<file path="config.mk">
export PLATFORM = sky130hd
export DESIGN_NAME = id_ex_pipe_reg
export DESIGN_NICKNAME = d
export VERILOG_FILES = /design/src/rtl/cpu_ctrl_pkg.sv /design/src/rtl/pipe_reg_en.sv /design/src/rtl/id_ex_pipe_reg.sv
export SDC_FILE = /design/constraint.sdc
export NUM_CORES = 1
export LEC_CHECK = 0
export BUFFER_PORTS_ARGS = -buffer_cell sky130_fd_sc_hd__buf_2
export CORE_AREA = 5 5 223 225
export CTS_BUF_LIST = sky130_fd_sc_hd__clkbuf_4 sky130_fd_sc_hd__clkbuf_8 sky130_fd_sc_hd__clkbuf_16
export DETAILED_ROUTE_END_ITERATION = 10
export DIE_AREA = 0 0 228 230
export MAX_ROUTING_LAYER = met4
export SYNTH_ARGS = -nofsm -noshare
export SYNTH_HDL_FRONTEND = slang
export SYNTH_SLANG_ARGS = --single-unit
</file>
<file path="constraint.sdc">
create_clock -name clk -period 1.6 [get_ports clk]
set_clock_uncertainty 0.1 [all_clocks]
set_input_delay 0.08 -clock clk [delete_from_list [all_inputs] [get_ports clk]]
set_output_delay 0.08 -clock clk [all_outputs]
set_load 0.005 [all_outputs]
</file>
<file path="src/rtl/cpu_ctrl_pkg.sv">
// Shared control definitions for the pipelined RISC-V core: ALU operation
// codes, layout of the packed decode control bundle, and the major opcodes
// that the control unit decodes.
package cpu_ctrl_pkg;

    // ALU operation selector produced by the control unit
    localparam logic [1:0] ALU_OP_ADD    = 2'b00;
    localparam logic [1:0] ALU_OP_SUB    = 2'b01;
    localparam logic [1:0] ALU_OP_R_TYPE = 2'b10;

    // Packed control bundle: {alu_op[1:0], reg_write, mem_read, mem_2_reg,
    //                         mem_write, alu_src, branch, jump}
    localparam int CTRL_W         = 9;
    localparam int CTRL_JUMP      = 0;
    localparam int CTRL_BRANCH    = 1;
    localparam int CTRL_ALU_SRC   = 2;
    localparam int CTRL_MEM_WRITE = 3;
    localparam int CTRL_MEM_2_REG = 4;
    localparam int CTRL_MEM_READ  = 5;
    localparam int CTRL_REG_WRITE = 6;
    localparam int CTRL_ALU_OP_LO = 7;
    localparam int CTRL_ALU_OP_HI = 8;

    // Major opcodes shared with the control unit
    localparam logic [6:0] OPC_R_TYPE = 7'b0110011;
    localparam logic [6:0] OPC_I_TYPE = 7'b0010011;
    localparam logic [6:0] OPC_LOAD   = 7'b0000011;
    localparam logic [6:0] OPC_STORE  = 7'b0100011;
    localparam logic [6:0] OPC_BRANCH = 7'b1100011;
    localparam logic [6:0] OPC_JAL    = 7'b1101111;
    localparam logic [6:0] OPC_JALR   = 7'b1100111;

    // Assemble the control bundle in the canonical bit order
    function automatic logic [CTRL_W-1:0] pack_ctrl(
        input logic [1:0] alu_op,
        input logic       reg_write,
        input logic       mem_read,
        input logic       mem_2_reg,
        input logic       mem_write,
        input logic       alu_src,
        input logic       branch,
        input logic       jump
    );
        return {alu_op, reg_write, mem_read, mem_2_reg, mem_write, alu_src, branch, jump};
    endfunction

    // 32-bit increment that sticks at all-ones instead of wrapping
    function automatic logic [31:0] sat_inc32(input logic [31:0] v);
        logic [31:0] r;
        if (v == 32'hFFFF_FFFF) begin
            r = v;
        end else begin
            r = v + 32'd1;
        end
        return r;
    endfunction

endpackage

</file>
<file path="src/rtl/pipe_reg_en.sv">
// Generic pipeline flop bank: asynchronous active-low reset, synchronous
// clear-to-zero (wins over enable), load enable, otherwise hold.
module pipe_reg_en #(
    parameter int W = 8
) (
    input  logic         clk,
    input  logic         arst_n,
    input  logic         en,
    input  logic         clr,
    input  logic [W-1:0] d,
    output logic [W-1:0] q
);

    // State register: reset > clear > load > hold
    always_ff @(posedge clk or negedge arst_n) begin
        if (!arst_n) begin
            q <= {W{1'b0}};
        end else if (clr) begin
            q <= {W{1'b0}};
        end else if (en) begin
            q <= d;
        end else begin
            q <= q;
        end
    end

endmodule

</file>
<file path="src/rtl/id_ex_pipe_reg.sv">
// ID/EX pipeline register. Captures the decode control bundle and operands
// and presents them to EX one cycle later, with stall (en=0) and bubble
// insertion (flush, or an invalid decode slot). A bubble zeroes valid and
// all control bits but leaves data untouched, so an invalid slot can never
// write architectural state.
// Optional build macro ID_EX_PERF_CNT_EN adds saturating bubble/stall
// counters on outputs bubble_cnt and stall_cnt.
module id_ex_pipe_reg
    import cpu_ctrl_pkg::*;
#(
    parameter int DATA_W     = 64,
    parameter int REG_ADDR_W = 5,
    parameter int FUNCT_W    = 4
) (
    input  logic                  clk,
    input  logic                  arst_n,
    input  logic                  en,
    input  logic                  flush,
    input  logic                  id_valid,
    input  logic [1:0]            id_alu_op,
    input  logic                  id_reg_write,
    input  logic                  id_mem_read,
    input  logic                  id_mem_2_reg,
    input  logic                  id_mem_write,
    input  logic                  id_alu_src,
    input  logic                  id_branch,
    input  logic                  id_jump,
    input  logic [DATA_W-1:0]     id_pc,
    input  logic [DATA_W-1:0]     id_rs1_data,
    input  logic [DATA_W-1:0]     id_rs2_data,
    input  logic [DATA_W-1:0]     id_imm,
    input  logic [REG_ADDR_W-1:0] id_rs1,
    input  logic [REG_ADDR_W-1:0] id_rs2,
    input  logic [REG_ADDR_W-1:0] id_rd,
    input  logic [FUNCT_W-1:0]    id_funct,
    output logic                  ex_valid,
    output logic [1:0]            ex_alu_op,
    output logic                  ex_reg_write,
    output logic                  ex_mem_read,
    output logic                  ex_mem_2_reg,
    output logic                  ex_mem_write,
    output logic                  ex_alu_src,
    output logic                  ex_branch,
    output logic                  ex_jump,
    output logic [DATA_W-1:0]     ex_pc,
    output logic [DATA_W-1:0]     ex_rs1_data,
    output logic [DATA_W-1:0]     ex_rs2_data,
    output logic [DATA_W-1:0]     ex_imm,
    output logic [REG_ADDR_W-1:0] ex_rs1,
    output logic [REG_ADDR_W-1:0] ex_rs2,
    output logic [REG_ADDR_W-1:0] ex_rd,
    output logic [FUNCT_W-1:0]    ex_funct
`ifdef ID_EX_PERF_CNT_EN
    ,
    output logic [31:0]           bubble_cnt,
    output logic [31:0]           stall_cnt
`endif
);

    localparam int CV_W   = CTRL_W + 1;
    localparam int DATA_T = 4 * DATA_W + 3 * REG_ADDR_W + FUNCT_W;

    logic              bubble_s;
    logic              stall_s;
    logic              data_en_s;
    logic [CV_W-1:0]   ctrl_d_s;
    logic [CV_W-1:0]   ctrl_q_s;
    logic [DATA_T-1:0] data_d_s;
    logic [DATA_T-1:0] data_q_s;

    // A bubble is loaded on flush or when decode offers an invalid slot;
    // data must not advance while flushing so EX operands stay stable.
    assign bubble_s  = flush | (en & ~id_valid);
    assign stall_s   = ~flush & ~en;
    assign data_en_s = en & ~flush;

    assign ctrl_d_s = {id_valid,
                       pack_ctrl(id_alu_op, id_reg_write, id_mem_read, id_mem_2_reg,
                                 id_mem_write, id_alu_src, id_branch, id_jump)};

    assign data_d_s = {id_pc, id_rs1_data, id_rs2_data, id_imm,
                       id_rs1, id_rs2, id_rd, id_funct};

    pipe_reg_en #(.W(CV_W)) u_ctrl_reg (
        .clk    (clk),
        .arst_n (arst_n),
        .en     (en),
        .clr    (bubble_s),
        .d      (ctrl_d_s),
        .q      (ctrl_q_s)
    );

    pipe_reg_en #(.W(DATA_T)) u_data_reg (
        .clk    (clk),
        .arst_n (arst_n),
        .en     (data_en_s),
        .clr    (1'b0),
        .d      (data_d_s),
        .q      (data_q_s)
    );

    assign ex_valid     = ctrl_q_s[CTRL_W];
    assign ex_alu_op    = ctrl_q_s[CTRL_ALU_OP_HI:CTRL_ALU_OP_LO];
    assign ex_reg_write = ctrl_q_s[CTRL_REG_WRITE];
    assign ex_mem_read  = ctrl_q_s[CTRL_MEM_READ];
    assign ex_mem_2_reg = ctrl_q_s[CTRL_MEM_2_REG];
    assign ex_mem_write = ctrl_q_s[CTRL_MEM_WRITE];
    assign ex_alu_src   = ctrl_q_s[CTRL_ALU_SRC];
    assign ex_branch    = ctrl_q_s[CTRL_BRANCH];
    assign ex_jump      = ctrl_q_s[CTRL_JUMP];

    assign {ex_pc, ex_rs1_data, ex_rs2_data, ex_imm,
            ex_rs1, ex_rs2, ex_rd, ex_funct} = data_q_s;

`ifdef ID_EX_PERF_CNT_EN
    logic [31:0] bubble_cnt_r;
    logic [31:0] stall_cnt_r;

    // Saturating event counters for bubbles loaded and stall cycles
    always_ff @(posedge clk or negedge arst_n) begin
        if (!arst_n) begin
            bubble_cnt_r <= 32'd0;
            stall_cnt_r  <= 32'd0;
        end else begin
            bubble_cnt_r <= bubble_s ? sat_inc32(bubble_cnt_r) : bubble_cnt_r;
            stall_cnt_r  <= stall_s  ? sat_inc32(stall_cnt_r)  : stall_cnt_r;
        end
    end

    assign bubble_cnt = bubble_cnt_r;
    assign stall_cnt  = stall_cnt_r;
`else
    logic unused_s;
    assign unused_s = stall_s;
`endif

endmodule

</file>
---- After elaboration in Yosys (flattened, before gate mapping) ----
Cells that the tools add are included.
cells by class
  muxes and demuxes ....................... 2
  bitwise operators ....................... 5
  reductions and logical operators ........ 1
operator list
  cell                number
  $mux W10            2
  $and A1 B1 Y1       2
  $not A1 Y1          2
  $reduce_bool A2 Y1  1
  $or A1 B1 Y1        1
word-level totals
  logic and storage cells ................. 10
  output and inout port bits .............. 285
  bits of input ports ..................... 289
  flip-flop bits (word level) ............. 285

---- Logic depth before layout (Yosys ltp) ----
  depth in word-level cells ............... 4
  depth in mapped cells ................... 5
  mapped depth without buffers ............ 2

---- Hierarchy ----
A second synthesis with hierarchy kept.
second synthesis, totals
  cells, all modules ...................... 923
  area total of the unflattened synthesis .. 11697.5 µm²
by module, submodules not included
  module                     area each (µm²)  times used  seq. area each (µm²)  cells each
  pipe_reg_en at u_data_reg  11273.3          1           6881.6                887
  pipe_reg_en at u_ctrl_reg  402.9            1           250.2                 32
  id_ex_pipe_reg             21.3             1           0.0                   4

---- Worst setup path after synthesis ----
No wires, ideal clock.
  kind .................................... in2reg
  start point ............................. input port en
  end point ............................... register u_data_reg.q[100]
  library setup time ...................... 125 ps
  path buffers ............................ 3
  setup slack ............................. 403 ps
  stages on the path ...................... 5
  required time ........................... 1375 ps
  arrival ................................. 972 ps
  path through ............................ nor2b_1 -> buf_6 -> buf_8 -> buf_8 -> mux2_4
between the ends
  longest elaborated chain between the ends .. 1
ends and longest elaborated chain
  what                  RTL line              source
  from (decl)           id_ex_pipe_reg.sv:17  input logic en,
  $and A1 B1 Y1         id_ex_pipe_reg.sv:75  assign data_en_s = en & ~flush;
  to (signal assigned)  pipe_reg_en.sv:17     q <= {W{1'b0}};
  to (signal assigned)  pipe_reg_en.sv:19     q <= {W{1'b0}};
  to (signal assigned)  pipe_reg_en.sv:23     q <= q;
  to (decl)             pipe_reg_en.sv:11     output logic [W-1:0] q
Every way passes these cells.
A chain may end at the register's enable or synchronous reset.

---- Final worst setup path ----
  start point ............................. input port flush
  end point ............................... register u_ctrl_reg.q[0]
between the ends
  longest elaborated chain between the ends .. 2
  elaborated cells between the ends (all ways) .. 3
  classes of those cells .................. mux: 1; bitwise: 1; reduce/logical: 1
ends and longest elaborated chain
  what                                            RTL line              source
  from (decl)                                     id_ex_pipe_reg.sv:18  input logic flush,
  $or A1 B1 Y1 *                                  id_ex_pipe_reg.sv:73  assign bubble_s = flush | (en & ~id_valid);
  $mux W10 or $reduce_bool A2 Y1 (tied branches)  --
  to (signal assigned)                            pipe_reg_en.sv:17
  to (signal assigned)                            pipe_reg_en.sv:19
  to (signal assigned)                            pipe_reg_en.sv:23
  to (decl)                                       pipe_reg_en.sv:11
Mark *: on every way between the ends. The rest lies on a longest branch, timed or not.

==> results by stage <==
Outcome:
- The run finished with clean final reports.

Global route:
- The first global-routing pass estimated 60500 um of wire.
- Across every metal layer, demand over resource in global routing totals 0.146.
- The total overflow left after global routing is 0.
- The number of antenna violations at the first check in global routing was 0.
- The number of global-route vias before repair is 10200.
- Entering global routing, the biggest net connects 61 pins.

Critical path:
- The largest stage delay on the critical path is 0.59 ns.
- The critical path is of the in2reg type.
- The sort of element at the start of the critical path is an input port.
- The maximum fanout encountered on the critical timing path is 9.
- Traced cell by cell, the critical path runs through buf_2 -> dlygate4sd3_1 -> nor2_2 -> a32o_1 -> dlygate4sd3_1.
- In this run the critical register-to-register path is captured at u_ctrl_reg.q[0].
- The worst register-to-register path begins at u_ctrl_reg.q[0].
- STA puts the critical path data arrival time at 1.89 ns.
- The cell family contributing the most delay on the critical path is buffers and inverters.
- The count of buffering cells on the critical path with inverters included is 3.
- The slowest cell on the critical path is dlygate4sd3_1.
- Across all register-to-register paths, the minimum setup slack is 0.22 ns.
- The data required time of the worst path is 2.00 ns.
- Measured in cells, the most critical reg-to-reg path has a length of 2.
- The cell that appears most often on the critical path is dlygate4sd3_1.
- The worst setup path is captured at a flop.

CTS:
- The later-pin clock latency in the skew report is 0.56 ns.
- The number of clock sinks seen by CTS is 285.
- In this run the clock root is driven by a clkbuf_16.
- The TritonCTS clock tree is yes.
- Buffers added to address setup during post-CTS repair amount to 0.
- Counting along the longest clock path gives a buffer depth of 3.
- The number of buffers created by CTS is 31.
- After clock tree synthesis, the clock-pin slew on the worst setup and hold paths is 0.06 ns.
- The CTS H-tree depth is 1.

Synth:
- The cell count after synthesis is 607.
- The synthesis-stage register bit count is 285.
- The share of the yosys chip area belonging to registers is 0.611.
- The Yosys step of the flow raised 0 warnings.
- After synthesis, the netlist uses 11 different library cells.
- The mean area per synthesized cell is 19.2 sq um.
- When the netlist entered floorplanning its net count stood at 896.
- The cell area that synthesis handed to floorplanning was 11700 sq um.

Timing:
- Setup violations remaining at the end of the flow were counted as 0.
- Adding up every negative setup slack in the final design gives 0 ns.
- Final hold analysis gives a worst-case slack of 0.0242 ns.
- The final period utilization is 0.934.
- The worst path setup slack after routing is 0.106 ns.
- Setup repair after global routing left no endpoint under its margin.
- The worst pin sits at a relative slew slack of 0.700.
- The total count of max-transition violations in the final report is 0.
- The final number of hold-violating endpoints is 0.
- The clock period minus final worst setup slack is 1.49 ns.
- At the pin with the least slew margin, the transition time is 0.449 ns.
- Based on the critical path, the design can be clocked at up to 670 MHz.

Pwr:
- The share of total power dissipated in the clock network is 0.366.
- For this design the total switching power over the nets is 5.15 mW.
- IR analysis of the VDD net gives a maximum drop of 0.691 mV.
- Of the total power, registers draw 0.422.
- The share of total power dissipated in combinational logic is 0.212.
- Summed over all cells, the static leakage comes to 9.67 nW.
- Power spread over the standard cell area amounts to 1090 nW/um^2.
- The switching fraction of total power is 0.244.
- The internal power of the cells is 16.0 mW.

Layout:
- The total number of nets in the final design is 1805.
- The final core area utilization is 0.411.
- The relative area change from synthesis to final layout is 66.6%.
- The final cell area excluding filler cells is 19400 sq um.
- The proportion of layout cells with a drive suffix above 1 is 0.615.
- The repair_antennas step left the layout with diodes totalling 0.

Placed design:
- After detailed placement, the total cell area comes to 15400 sq um.
- Routability-driven placement finished with a final weighted congestion of 0.806.
- Before CTS, the worst setup slack after placement is 0.108 ns.
- Port buffering added 573 buffers.
- Detailed placement finished with a half-perimeter wire length of 26200 um.

Floorplan:
- The die covers 52400 sq um.
- The I/O pin count is 574.
- The floorplan die height is 230 um.
- The initial utilization of the core area, before any placement, comes to 0.246.
- The initialized floorplan defines 80 standard-cell rows.
- In this run the horizontal extent of the chip is 228 um.
- After floorplanning, the core was sized to cover 47300 sq um.

Detailed routing:
- The overall via count from detail_route is 8785.
- The first detailed-routing pass ran for 4 iterations.
- In the routed layout, each cell is associated on average with a via count of 4.08.
- Summed over all layers, the routed wires come to 39000 um.
- In the routed design, unresolved DRC markers number 0.
- The number of DRC markers in iteration 0 is 311.
- In the final routed layout, each cell accounts on average for 18.1 um.
- Once detail routing completed, the nets flagged for antenna violations numbered 0.

Flow run:
- The reported max-cap violation count is 0.

Worst hold path:
- In this run the most critical hold path is launched from en.
- The worst hold path terminates at u_ctrl_reg.q[4].
- The kind of path behind the tightest hold check is in2reg.
- The worst hold path passes through 4 cells.
==> power by group through the flow <==
stage	Combinational, mW	Sequential (mW)	Clock (mW)
2_1_floorplan	1.79	8.99	0
3_3_place_gp	3.82	8.97	0
3_5_place_dp	3.89	8.96	0
4_1_cts	4.47	8.88	7.96
5_1_grt	4.78	9.02	8.23
6_report	4.48	8.91	7.73
==> stage by stage <==
stage                     instances  total power, mW
after floorplan                 607             10.8
after global placement         1803             12.8
after detailed placement       1803             12.8
after CTS                      2154             21.3
after global routing           2154             22.0
final                          2154             21.1
==> cell type report <==
class                           count  area, sq um
Multi-Input combinational cell    289         4120
Timing Repair Buffer              909         6290
Tap cell                          615          769
Sequential cell                   285         7130
Fill cell                        4199        27900
Clock inverter                     11          190
Clock buffer                       45          937
==> flip-flops by register name (all words and copies together) (netlist names) <==
register,flops
u_ctrl_reg.q,10
u_data_reg.q,275
==> synth_stat cells <==
cell	number	share of area
dfrtp_1	285	0.61
buf_6	6	0.0058
mux2i_1	1	0.00086
nor2_1	2	0.00064
buf_2	4	0.0017
a32o_1	9	0.0077
nor2b_1	2	0.0011
buf_8	22	0.028
mux2_2	36	0.035
mux2_4	239	0.31
clkbuf_1	1	0.00032
==> cells in the final DEF, fill, tap and decap left out, types with 2 or more instances in the layout <==
master         netlist  routed
a32o_1               9       9
buf_12               0      12
buf_2                4     572
buf_4                0      29
bufinv_16            0       5
clkbuf_16            0      31
clkbuf_4             0       5
clkbuf_8             0       9
clkinv_2             0       3
dfrtp_1            285     285
dlygate4sd3_1        0     295
inv_6                0       2
mux2_2              36      36
mux2_4             239     239
==> worst register-to-register path: stages, from the launching register on <==
cell	delay (ns)
dfrtp_1	0.38
a32o_1	0.22
dlygate4sd3_1	0.57
==> timing repair <==
item | in CTS | in global routing
endpoints found under the hold margin | 570 | 0
hold buffers | 295 | 0
gates resized for setup | 0 | 1
setup endpoints to repair | 0 | 4
==> worst max path at each step <==
| stage | cells past startpoint | end | from |
|---|---|---|---|
| 2_1_floorplan | 5 | u_data_reg.q[100] | en |
| 3_3_place_gp | 5 | u_data_reg.q[18] | en |
| 3_5_place_dp | 5 | u_data_reg.q[116] | en |
| 4_1_cts | 5 | u_ctrl_reg.q[1] | flush |
| 5_1_grt | 4 | u_data_reg.q[81] | arst_n |
| 6_report | 5 | u_ctrl_reg.q[0] | flush |
==> layer usage <==
layer  track usage  vias to the layer above  routed length (um)
met5             -                        -                   0
met4        0.0431                        0                1020
met3        0.0332                       69                2590
met2         0.255                      426               19700
met1         0.171                     4328               15700
li1              -                     3962                   -
==> logic make-up after synthesis <==
kind of cell	share of synthesized area
simple gates	0.00172
buf+inv	0.0361
mux	0.343
compound gates	0.00772
flops	0.611
Power figures use the tool's default switching activity.
